$ cat src/rtl/vector_list_writer.sv
// vector_list_writer
// Command-driven encoder that appends polylines to the vector display list in
// vector RAM. Each polyline is stored as: length byte L, attribute byte, then
// X,Y byte pairs; a 0 byte terminates the list. The list in RAM stays
// terminated at every instant, and a polyline's length byte is patched last,
// so the renderer only ever sees complete lines.
module vector_list_writer #(
  parameter int VECTOR_RAM_WIDTH = 9
) (
  input  logic                        clk,
  input  logic                        reset,
  input  logic                        cmd_valid,
  output logic                        cmd_ready,
  input  logic [1:0]                  cmd_op,
  input  logic [15:0]                 cmd_data,
  output logic [VECTOR_RAM_WIDTH-1:0] vram_addr,
  output logic [7:0]                  vram_data,
  output logic                        vram_write,
  output logic                        line_open,
  output logic [VECTOR_RAM_WIDTH-1:0] list_end,
  output logic                        overflow
);

  localparam int AW = VECTOR_RAM_WIDTH;
  // RAM size in bytes, held in AW+1 bits so the capacity checks never wrap.
  localparam logic [AW:0] DEPTH = {1'b1, {AW{1'b0}}};
  // A line may hold at most 257 points so that L = points-2 fits in a byte.
  localparam logic [8:0] MAX_POINTS = 9'd257;

  typedef enum logic [1:0] {
    OP_BEGIN = 2'd0,
    OP_POINT = 2'd1,
    OP_END   = 2'd2,
    OP_CLEAR = 2'd3
  } op_t;

  typedef enum logic [2:0] {
    S_INIT,        // write the initial terminator at address 0
    S_IDLE,        // cmd_ready high, waiting for a command
    S_BEGIN_ATTR,  // second BEGIN write: attribute byte
    S_POINT_Y,     // second POINT write: Y byte
    S_END_DUP_Y,   // two-point END: duplicated Y byte
    S_END_TERM,    // two-point END: terminator after the duplicate
    S_END_LEN,     // final END write: patch L at line_start
    S_DONE         // one cycle after the last write, re-raise cmd_ready
  } state_t;

  state_t         state;
  logic [AW-1:0]  ptr;          // next free byte; also the list terminator when no line is open
  logic [AW-1:0]  line_start;   // address of the open line's length byte
  logic [8:0]     point_count;  // points accepted into the open line
  logic [7:0]     attr_q;
  logic [7:0]     last_x;
  logic [7:0]     last_y;

  // A new BEGIN discards any open line first, so it builds from line_start.
  logic [AW-1:0]  begin_base;
  logic           begin_fits;
  logic           point_fits;

  assign begin_base = line_open ? line_start : ptr;
  // BEGIN needs L, attr and a byte left over for the terminator.
  assign begin_fits = ({1'b0, begin_base} + (AW+1)'(3)) <= DEPTH;
  // A point needs X,Y, room for a possible duplicated X,Y at END, and a terminator.
  assign point_fits = (({1'b0, ptr} + (AW+1)'(5)) <= DEPTH) && (point_count != MAX_POINTS);

  // Command sequencer: accepts a command in S_IDLE and emits its RAM writes
  // on consecutive cycles, all outputs registered.
  // NOTE: every register here is assigned with <= so that all state updates
  // within a cycle see the pre-edge values; mixing in = would create ordering bugs.
  always_ff @(posedge clk) begin
    if (!reset) begin
      state       <= S_INIT;
      ptr         <= '0;
      line_start  <= '0;
      point_count <= '0;
      attr_q      <= '0;
      last_x      <= '0;
      last_y      <= '0;
      line_open   <= 1'b0;
      overflow    <= 1'b0;
      cmd_ready   <= 1'b0;
      vram_write  <= 1'b0;
      vram_addr   <= '0;
      vram_data   <= '0;
      list_end    <= '0;
    end else begin
      vram_write <= 1'b0;
      case (state)
        S_INIT: begin
          vram_write <= 1'b1;
          vram_addr  <= '0;
          vram_data  <= 8'h00;
          state      <= S_DONE;
        end

        S_IDLE: begin
          if (cmd_valid && cmd_ready) begin
            cmd_ready <= 1'b0;
            state     <= S_DONE;
            case (op_t'(cmd_op))
              OP_BEGIN: begin
                if (begin_fits) begin
                  // Provisional L=0 doubles as the list terminator until END.
                  line_start  <= begin_base;
                  list_end    <= begin_base;
                  line_open   <= 1'b1;
                  point_count <= '0;
                  attr_q      <= cmd_data[7:0];
                  vram_write  <= 1'b1;
                  vram_addr   <= begin_base;
                  vram_data   <= 8'h00;
                  state       <= S_BEGIN_ATTR;
                end else begin
                  overflow  <= 1'b1;
                  ptr       <= begin_base;
                  list_end  <= begin_base;
                  line_open <= 1'b0;
                end
              end

              OP_POINT: begin
                if (line_open) begin
                  if (point_fits) begin
                    last_x     <= cmd_data[7:0];
                    last_y     <= cmd_data[15:8];
                    vram_write <= 1'b1;
                    vram_addr  <= ptr;
                    vram_data  <= cmd_data[7:0];
                    state      <= S_POINT_Y;
                  end else begin
                    overflow <= 1'b1;
                  end
                end
              end

              OP_END: begin
                if (line_open) begin
                  if (point_count < 9'd2) begin
                    // Too short to draw: drop it, the provisional 0 stays as terminator.
                    ptr       <= line_start;
                    list_end  <= line_start;
                    line_open <= 1'b0;
                  end else if (point_count == 9'd2) begin
                    // Pad to three points with a zero-length final segment.
                    vram_write <= 1'b1;
                    vram_addr  <= ptr;
                    vram_data  <= last_x;
                    state      <= S_END_DUP_Y;
                  end else begin
                    vram_write <= 1'b1;
                    vram_addr  <= ptr;
                    vram_data  <= 8'h00;
                    state      <= S_END_LEN;
                  end
                end
              end

              OP_CLEAR: begin
                vram_write <= 1'b1;
                vram_addr  <= '0;
                vram_data  <= 8'h00;
                ptr        <= '0;
                list_end   <= '0;
                line_open  <= 1'b0;
                overflow   <= 1'b0;
              end
            endcase
          end
        end

        S_BEGIN_ATTR: begin
          vram_write <= 1'b1;
          vram_addr  <= line_start + AW'(1);
          vram_data  <= attr_q;
          ptr        <= line_start + AW'(2);
          state      <= S_DONE;
        end

        S_POINT_Y: begin
          vram_write  <= 1'b1;
          vram_addr   <= ptr + AW'(1);
          vram_data   <= last_y;
          ptr         <= ptr + AW'(2);
          point_count <= point_count + 9'd1;
          state       <= S_DONE;
        end

        S_END_DUP_Y: begin
          vram_write  <= 1'b1;
          vram_addr   <= ptr + AW'(1);
          vram_data   <= last_y;
          ptr         <= ptr + AW'(2);
          point_count <= point_count + 9'd1;
          state       <= S_END_TERM;
        end

        S_END_TERM: begin
          vram_write <= 1'b1;
          vram_addr  <= ptr;
          vram_data  <= 8'h00;
          state      <= S_END_LEN;
        end

        S_END_LEN: begin
          // Patching L last makes the whole line appear in one write.
          vram_write <= 1'b1;
          vram_addr  <= line_start;
          vram_data  <= 8'(point_count - 9'd2);
          line_open  <= 1'b0;
          list_end   <= ptr;
          state      <= S_DONE;
        end

        S_DONE: begin
          cmd_ready <= 1'b1;
          state     <= S_IDLE;
        end

        default: state <= S_INIT;
      endcase
    end
  end

endmodule
$ cat config.mk
export PLATFORM = sky130hd
export DESIGN_NAME = vector_list_writer
export DESIGN_NICKNAME = d
export VERILOG_FILES = /design/src/rtl/vector_list_writer.sv
export SDC_FILE = /design/constraint.sdc
export NUM_CORES = 1
export LEC_CHECK = 0
export CORE_ASPECT_RATIO = 2
export CORE_MARGIN = 3
export CORE_UTILIZATION = 25
export CTS_CLUSTER_SIZE = 12
export DETAILED_ROUTE_END_ITERATION = 16
export DONT_BUFFER_PORTS = 1
export GPL_ROUTABILITY_DRIVEN = 0
export PLACE_DENSITY_LB_ADDON = 0.1
export SLEW_MARGIN = 20
export SYNTH_ARGS = -nofsm -noshare
export SYNTH_HDL_FRONTEND = slang
export SYNTH_SLANG_ARGS = --single-unit
$ cat constraint.sdc
create_clock -name clk -period 3.1 [get_ports clk]
set_input_delay 0.93 -clock clk [delete_from_list [all_inputs] [get_ports clk]]
set_output_delay 0.93 -clock clk [all_outputs]
set_load 0.05 [all_outputs]
==> impl_results.md, run 1 <==
- ANT cells: 0
- Placement-stage cell area: 5460 um^2
- Die Height: ~210 um
- Synth Area in XOR/XNOR: under 10%
- Hold depth: 2
- Fin Clk Skew: between 0.01 and 0.015 ns
- Pwr dens: about 550 nW/um^2
- Via Count: approximately 4600
- Mapped Area: between 5000 and 6000 um^2
- Final Hold Vio Count: 0
- Most common flop cell mapped by yosys: dfxtp_1
- Proportion of synthesized area in mux cells: approximately 10%
- DR WL/cell: around 22 um
- Worst path top cell family by delay: compound AO/OA/AOI/OAI gates
- P_int: around 2 mW
- CP peak stage delay: 0.50 ns
- Leak pwr: approximately 2 nW
- GR Overflow Total: 0
- CP Launch Point: state[2]
- WP data required: 3.32 ns
- Maximum clock frequency: approximately 350 MHz
- Final setup violation count: 0
- FF-to-FF path depth: 12
- Initial antenna violation count: 0
- Row count: 73
- Sequential share of the synthesized area: between 30% and 40%
- Reg-to-Reg End: vram_addr[4]
- Synth unique cells: between 70 and 80
- Switch share: a little over a third
- Flop pwr share: 41.3%
- Adder-Cell Fraction of Synth Area: around 2.7%
- Area delta synth->final: 14.1%
- Sink Count: 84
- TritonCTS clock tree: built
- # fillers: 2242
- P_sw: around 1.1 mW
- Tightest Pin Transition: 0.854 ns
- Status: finished clean
- Unrepaired setup endpoints after global routing: no
- Hold_sp: last_y[7]
- Worst r2r src: state[2]
- Dpl ws: approximately 0.098 ns
- Core area: about 20000 um^2
- Worst Setup End Kind: register
- DRC: 0
- Clock Latency Late Sink: about 0.36 ns
- Setup Buffers After CTS: 0
- FF-to-FF setup slack: approximately 0.28 ns
- Final wirelength: 19100 um
- Critical Path Start Type: register
- YS warnings: 0
- Post-detail-place hpwl: 14900 um
- Setup ws final: between 0.2 and 0.3 ns
- # nets final: ~650
- Clock Pin Slew Worst Setup and Hold Paths: approximately 0.07 ns
- Ports: roughly 50
- Async S/R FF share, synth: 0%
- Post-Syn Instances: ~600
- Largest family of logic cells by synthesized area: simple AND/OR/NAND/NOR gates
- Final Core Density: 29.0%
- Most frequent cells in the layout: nor2_1 (93), dfxtp_1 (82), nand2_1 (53)
- Post-synthesis simple-gate area fraction: ~22%
- Vias in the first global route: 4849
- Slew Viols, Final: 0
- Clock share of power: a little over a third
- Worst hold path class: register to register
- Gate power share: 22.5%
- Worst hold endpoint: vram_data[7]
- Max-cap violation count: 0
- Crit-path most repeated cell: buf_4
- Yosys reg bits: between 80 and 90
- DR iter-0 viols: around 220
- I/O Buffers: 0
- CP arrival: 3.04 ns
- Routed Antenna Nets: 0
- TNS Setup: 0 ns
- First-pass GRT wire length: between 20000 and 30000 um
- Crit Path Max Fanout: 13
- CP cell instances: buf_4 > nand3b_4 > nand2_2 > o221ai_1 > inv_1 > ha_1 > o2111ai_1 > nor2_1 > xnor2_1 > a222oi_1 > buf_4 > a21oi_1
- Max_slew headroom: a little over two fifths
- EDFF count, synth: 0
- Total GRT Usage: roughly 18%
- CTS max path bufs: 2
- H-tree Lvls: 3
- Critical path's slowest cell: a222oi_1
- Leading cell type in the layout, fill and taps excluded: nor2_1
- TritonCTS Buffers: 9
- Syn_area_per_cell: about 8.3 um^2
- Die X: between 100 and 150 um
- Tmin final: 2.82 ns
- Root Buffer: clkbuf_16
- Maximum vdd drop: roughly 0.28 mV
- Largest net degree at the start of global routing: 32
- Net Count, Synth: around 640
- Layout cell share with drive strength beyond 1: ~14%
- First-pass iteration count of the detailed router: 5
- Starting Density: between 20% and 30%
- Routed vias/inst: between 5 and 6
- Die area: ~22000 um^2
- Final instance area: between 5000 and 6000 um^2
- Tcrit/Tclk final: about nine tenths
- Bufs and invs on worst path: 3
- Post-synthesis compound-gate area fraction: between 20% and 30%
- Setup CP Type: register to register
[Yosys cell counts (all sizes together) (5+ instances only)]
master / number / area share [%]
xor2: 5 / 0.87
o221ai: 7 / 2.2
nand2: 54 / 4.1
buf: 22 / 3.3
and2: 6 / 0.74
nand4: 6 / 0.74
dfxtp: 84 / 33
a211oi: 8 / 1.2
inv: 21 / 1.6
a31oi: 6 / 0.74
nand2b: 5 / 0.62
a311oi: 6 / 1.2
nor2: 99 / 7.8
o21ai: 32 / 3.3
a222oi: 10 / 2.0
clkbuf: 24 / 1.8
a21oi: 28 / 2.8
a22oi: 11 / 1.6
nor3b: 11 / 2.0
nand3: 12 / 1.3
o211ai: 6 / 0.89
a22o: 13 / 2.2
xnor2: 14 / 2.4
nor3: 12 / 1.3
mux2i: 50 / 9.9
o22ai: 7 / 0.87
ha: 11 / 2.7
[tightest hold or removal path, cell delays in order (launching register included)]
cell and delay [ns]:
dfxtp_1 0.32, nand2_1 0.06, a31oi_1 0.07
[what timing repair did]
action	CTS	global route
resized for setup	0	2
hold buffers	0	0
setup endpoints to repair	0	1
[how the worst max path moves through the flow]
stage	to	slack (ns)	cells after the start
after floorplan	ptr[0]	0.42	9
after global placement	vram_addr[4]	0.16	12
after detailed placement	vram_addr[4]	0.1	12
after CTS	vram_addr[4]	0.06	12
after global routing	vram_addr[4]	0.04	12
final	vram_addr[4]	0.28	12
[cell type report]
| cell class | instances | area [um^2] | area share (%) |
|---|---|---|---|
| clock buffer | 9 | 225 | 3.90 |
| clock inverter | 7 | 81.3 | 1.41 |
| inverter | 22 | 82.6 | 1.43 |
| multi-input combinational | 455 | 3050 | 52.7 |
| sequential | 84 | 1680 | 29.2 |
| tap | 262 | 328 | 5.68 |
| timing repair buffer | 42 | 328 | 5.68 |
[sequential cells by signal, indices dropped and copies added, names as in the netlist]
register	flops
point_count	9
vram_data	8
line_start	9
last_x	8
ptr	9
overflow	1
vram_addr	9
state	3
last_y	8
list_end	9
vram_write	1
cmd_ready	1
attr_q	8
line_open	1
[metrics by stage]
step / hold slack (ns) / power [mW] / std cells
finish: 0.488 / 3.19 / 881
global placement: 0.476 / 2.06 / 865
floorplan: 0.448 / 1.81 / 607
global route: 0.519 / 3.34 / 881
detailed placement: 0.479 / 2.06 / 865
CTS: 0.492 / 3.24 / 881
[power groups by stage]
| stage | Clock [mW] | Combinational, mW | Sequential [mW] |
|---|---|---|---|
| floorplan | 0 | 0.509 | 1.30 |
| global placement | 0 | 0.719 | 1.34 |
| detailed placement | 0 | 0.720 | 1.34 |
| CTS | 1.20 | 0.722 | 1.32 |
| global route | 1.23 | 0.787 | 1.32 |
| finish | 1.15 | 0.716 | 1.32 |
[layer usage]
metal / vias to the layer above / share of wire (%) / GRT usage (%)
met3: 51 / 2.9 / 2.27
met4: 0 / 6.1 / 11.2
li1: 2202 / - / -
met5: - / 0 / 0
met2: 132 / 58 / 34.5
met1: 2199 / 33 / 16.2
[kinds of logic (layout without fill, tap and decap cells)]
kind of cell,Yosys count,after routing
compound gates,149,149
mux,51,51
buf+inv,68,80
simple gates,225,225
fa+ha+maj,11,11
xor+xnor,19,19
flops,84,84
Power figures use the tool's default switching activity.
==> run 2, diff against run 1 <==
==> constraint.sdc (replaced) <==
create_clock -name clk -period 3.1 [get_ports clk]
set_input_delay 0.155 -clock clk [delete_from_list [all_inputs] [get_ports clk]]
set_output_delay 0.155 -clock clk [all_outputs]
set_load 0.05 [all_outputs]
==> impl_results.md, run 2 (synthesis results as in run 1) <==
- Status: finished clean
- Setup CP Type: register to register
- Root Buffer: clkbuf_16
- CP Launch Point: state[0]
- WP data required: between 3 and 4 ns
- DR WL/cell: about 22 um
- Initial antenna violation count: 0
- Core area: between 15000 and 20000 um^2
- Die X: around 110 um
- Routed Antenna Nets: 0
- Clock Latency Late Sink: approximately 0.35 ns
- FF-to-FF path depth: 11
- First-pass GRT wire length: just under 30000 um
- Final Hold Vio Count: 0
- # fillers: roughly 2200
- Layout cell share with drive strength beyond 1: about an eighth
- Max-cap violation count: 0
- I/O Buffers: 0
- Unrepaired setup endpoints after global routing: no
- CP arrival: between 2 and 3 ns
- Area delta synth->final: 15.6%
- # nets final: about 660
- Largest net degree at the start of global routing: 61
- Maximum clock frequency: about 360 MHz
- Starting Density: between 20 and 30%
- Sink Count: between 80 and 90
- Routed vias/inst: 5.24
- Critical Path Start Type: register
- Post-detail-place hpwl: roughly 15000 um
- Worst r2r src: state[0]
- Ports: 51
- Die area: ~22000 um^2
- Maximum vdd drop: between 0.2 and 0.3 mV
- TritonCTS clock tree: built
- Fin Clk Skew: a little over 0.008 ns
- Max_slew headroom: a little under half
- Slew Viols, Final: 0
- Worst Setup End Kind: register
- H-tree Lvls: 3
- Crit Path Max Fanout: 14
- DR iter-0 viols: 280
- Die Height: about 210 um
- TritonCTS Buffers: 9
- Area of the multi-input gates: 3040 um^2
- CTS max path bufs: 2
- Clock Pin Slew Worst Setup and Hold Paths: approximately 0.070 ns
- Leading cell type in the layout, fill and taps excluded: nor2_1
- Pwr dens: 529 nW/um^2
- Leak pwr: just over 2 nW
- GR Overflow Total: 0
- Hold depth: 2
- Final setup violation count: 0
- Tmin final: 2.75 ns
- Final wirelength: a little under 20000 um
- Most frequent cells in the layout: nor2_1 (93), dfxtp_1 (84), nand2_1 (53)
- TNS Setup: 0 ns
- Final Core Density: around 29%
- First-pass iteration count of the detailed router: 5
- DRC: 0
- Worst hold path class: input pin to register
- Row count: 73
- ANT cells: 0
- Tightest Pin Transition: about 0.78 ns
- Tcrit/Tclk final: about nine tenths
- Register area: about 1700 um^2
- Via Count: between 4000 and 5000
- Total GRT Usage: between 15 and 20%
- Hold_sp: reset
- Vias in the first global route: 4825
## run 2: cell count changes in the layout (fill, tap and decap cells not counted), moves of 2 or more
cell | previous run | this run
buf_4 | 41 | 36
dfxtp_1 | 82 | 84
dfxtp_2 | 2 | 0
dlygate4sd3_1 | 0 | 17
## run 2: metrics by stage
step           power (mW)  hold WS (ns)  instances  worst slack, ns  cell area, um^2
3_5_place_dp         2.06         0.289        859            0.405             5410
3_3_place_gp         2.05         0.284        859            0.441             5400
5_1_grt              3.23        0.0233        892            0.106             5850
2_1_floorplan        1.81         0.302        607            0.692             5060
6_report             3.10        0.0150        892            0.354             5850
4_1_cts              3.14        0.0100        892            0.372             5850
## run 2: area by class of cell
cell class | count | area share (%)
Multi-Input combinational cell | 455 | 52.0
Clock inverter | 6 | 0.812
Sequential cell | 84 | 28.7
Clock buffer | 10 | 3.91
Tap cell | 262 | 5.60
Timing Repair Buffer | 53 | 7.52
Inverter | 22 | 1.45
## run 2: power by group
part / switching (mW) / internal, mW
sequential: 0.164 / 1.13
clock: 0.496 / 0.551
combinational: 0.489 / 0.264
## run 2: per-layer routing
layer  vias up  global-route usage (%)  part of all wire (%)
li1       2232                       -                     -
met1      2272                    16.5                    33
met2       128                    36.0                    59
met3        41                    2.46                   3.5
met4         0                    9.71                   4.6
met5         -                       0                     0
## run 2: path summary, 6_finish.rpt
kind	endpoint	slack, ns
worst max-delay path	vram_addr[6]	0.35
worst max register to register	vram_addr[6]	0.35
worst min-delay path	ptr[8]	0.02
worst min register to register	last_y[3]	0.50
## run 2: repair_timing
item                      4_1_cts  5_1_grt
hold buffers                   17        0
gates resized for setup         0        0
setup buffers                   0        0
hold endpoints to repair       40        0
## run 2: critical path: stages, from the launching register on
cell	delay, ns
dfxtp_1	0.50
buf_4	0.25
nor2_1	0.06
o21ai_0	0.15
o221ai_1	0.20
inv_1	0.13
ha_1	0.25
o2111ai_1	0.27
nor4_2	0.24
xnor2_1	0.10
a222oi_1	0.31
o22ai_1	0.13
==> run 3, diff against run 2 <==
--- a/config.mk
+++ b/config.mk
@@ -13,6 +13,7 @@
 export DONT_BUFFER_PORTS = 1
 export GPL_ROUTABILITY_DRIVEN = 0
 export PLACE_DENSITY_LB_ADDON = 0.1
+export SETUP_SLACK_MARGIN = 0.5
 export SLEW_MARGIN = 20
 export SYNTH_ARGS = -nofsm -noshare
 export SYNTH_HDL_FRONTEND = slang
==> constraint.sdc (replaced) <==
create_clock -name clk -period 2.51 [get_ports clk]
set_input_delay 0.1255 -clock clk [delete_from_list [all_inputs] [get_ports clk]]
set_output_delay 0.1255 -clock clk [all_outputs]
set_load 0.05 [all_outputs]
==> impl_results.md, run 3 (synthesis results as in run 1) <==
- Status: finished clean
- Setup CP Type: register to register
- DR iter-0 viols: ~240
- ANT cells: 0
- Unrepaired setup endpoints after global routing: yes
- Tightest Pin Transition: 1.00 ns
- Routed vias/inst: 5.20
- Routed Antenna Nets: 0
- DRC: 0
- Flop pwr share: between 30% and 40%
- Bufs and invs on worst path: 1
- Final setup violation count: 0
- Tmin final: around 2.2 ns
- GR Overflow Total: 0
- FF-to-FF setup slack: 0.29 ns
- Row count: 73
- Sink Count: 84
- Total GRT Usage: approximately a fifth
- Ports: between 50 and 60
- TNS Setup: 0 ns
- CTS max path bufs: 2
- Switch share: between 30% and 40%
- First-pass GRT wire length: 31300 um
- Gate power share: 29.7%
- Critical Path Start Type: register
- Pwr dens: 612 nW/um^2
- Largest net degree at the start of global routing: 37
- Initial antenna violation count: 0
- P_int: roughly 2.8 mW
- CP peak stage delay: between 0.4 and 0.5 ns
- Critical path's slowest cell: or3b_4
- Die area: roughly 22000 um^2
- Die X: 107 um
- Max_slew headroom: 33.1%
- Final Hold Vio Count: 0
- TritonCTS Buffers: 9
- DR WL/cell: between 20 and 25 um
- Worst Setup End Kind: register
- CP arrival: approximately 2.5 ns
- Non-filler cells in the finished layout: a little under 1000
- Starting Density: 25.4%
- TritonCTS clock tree: built
- Maximum vdd drop: 0.299 mV
- # nets final: just over 700
- Leading cell type in the layout, fill and taps excluded: nor2_1
- Final wirelength: about 21000 um
- I/O Buffers: 0
- H-tree Lvls: 3
- Vias in the first global route: 5138
- Placed insts: between 800 and 900
- Clock Pin Slew Worst Setup and Hold Paths: about 0.070 ns
- Fin Clk Skew: between 0.009 and 0.01 ns
- Leak pwr: roughly 2.5 nW
- CP cell instances: or3b_4 > o221ai_4 > inv_2 > ha_4 > o2111ai_4 > nor2_1 > xnor2_1 > a222oi_1 > a21oi_1
- Core area: around 20000 um^2
- Via Count: 5000
- Crit Path Max Fanout: 7
- Die Height: between 200 and 250 um
- Area delta synth->final: 39.5%
- P_sw: 1.56 mW
- Post-detail-place hpwl: 15500 um
- Max-cap violation count: 0
- Most frequent cells in the layout: nor2_1 (84), buf_4 (75), dfxtp_1 (72)
- Slew Viols, Final: 0
- Clock Latency Late Sink: around 0.35 ns
- WP data required: between 2 and 3 ns
- Worst hold path class: input pin to register
- Layout cell share with drive strength beyond 1: between 30% and 40%
- Maximum clock frequency: ~450 MHz
- Tcrit/Tclk final: 88.4%
- Clock share of power: between 30% and 40%
- First-pass iteration count of the detailed router: 6
- Worst path top cell family by delay: compound AO/OA/AOI/OAI gates
- Root Buffer: clkbuf_16
==> run 3: tightest hold or removal path: stages <==
cell	delay (ns)
nand3_1	0.06
a21oi_1	0.14
nor3_1	0.05
==> run 3: repair_timing <==
action | in CTS | in global routing
hold buffers | 17 | 0
hold endpoints to repair | 44 | 0
setup endpoints to repair | 83 | 81
pin swaps | 32 | 29
gates resized for setup | 74 | 55
gates cloned | 4 | 0
setup buffers | 22 | 10
==> run 3: path summary, 6_finish.rpt <==
kind,from,endpoint,cells past startpoint
hold / removal,cmd_valid,cmd_ready,3
hold reg to reg,last_y[7],vram_data[7],2
setup reg to reg,state[2],vram_addr[4],9
setup / recovery,state[2],vram_addr[4],9
==> run 3: final cells by class <==
cell class              count  area (um^2)
clock buffers               9          225
clock inverters             7         81.3
fillers                  2185        12900
inverters                  22         86.3
multi-input cells         455         3410
flip-flops and latches     84         1710
well taps                 262          328
repair buffers            123         1220
==> run 3: metrics by stage <==
step	setup slack [ns]	utilization, %	instance area, um^2	total power, mW	hold slack [ns]
5_1_grt	0.205	35.5	7060	4.50	0.0841
3_5_place_dp	0.00636	28.8	5740	2.65	0.257
4_1_cts	0.304	34.0	6760	4.28	0.0651
2_1_floorplan	0.258	-	5120	2.25	0.272
3_3_place_gp	0.0432	28.8	5740	2.64	0.254
6_report	0.290	35.5	7060	4.32	0.0672
==> run 3: per-layer routing <==
layer  track usage (%)  share of wire [%]  vias to the layer above  wire length, um
met2              38.1                 59                      125            12300
li1                  -                  -                     2363                -
met3              2.96                2.8                       55              590
met4              12.0                6.4                        0             1350
met5                 0                  0                        -                0
met1              17.0                 32                     2457             6810
==> run 3: power by group through the flow <==
stage	combinational (mW)	sequential, mW	clock, mW
2_1_floorplan	0.646	1.60	0
3_3_place_gp	0.993	1.65	0
3_5_place_dp	0.994	1.65	0
4_1_cts	1.20	1.62	1.46
5_1_grt	1.37	1.63	1.50
6_report	1.28	1.63	1.42
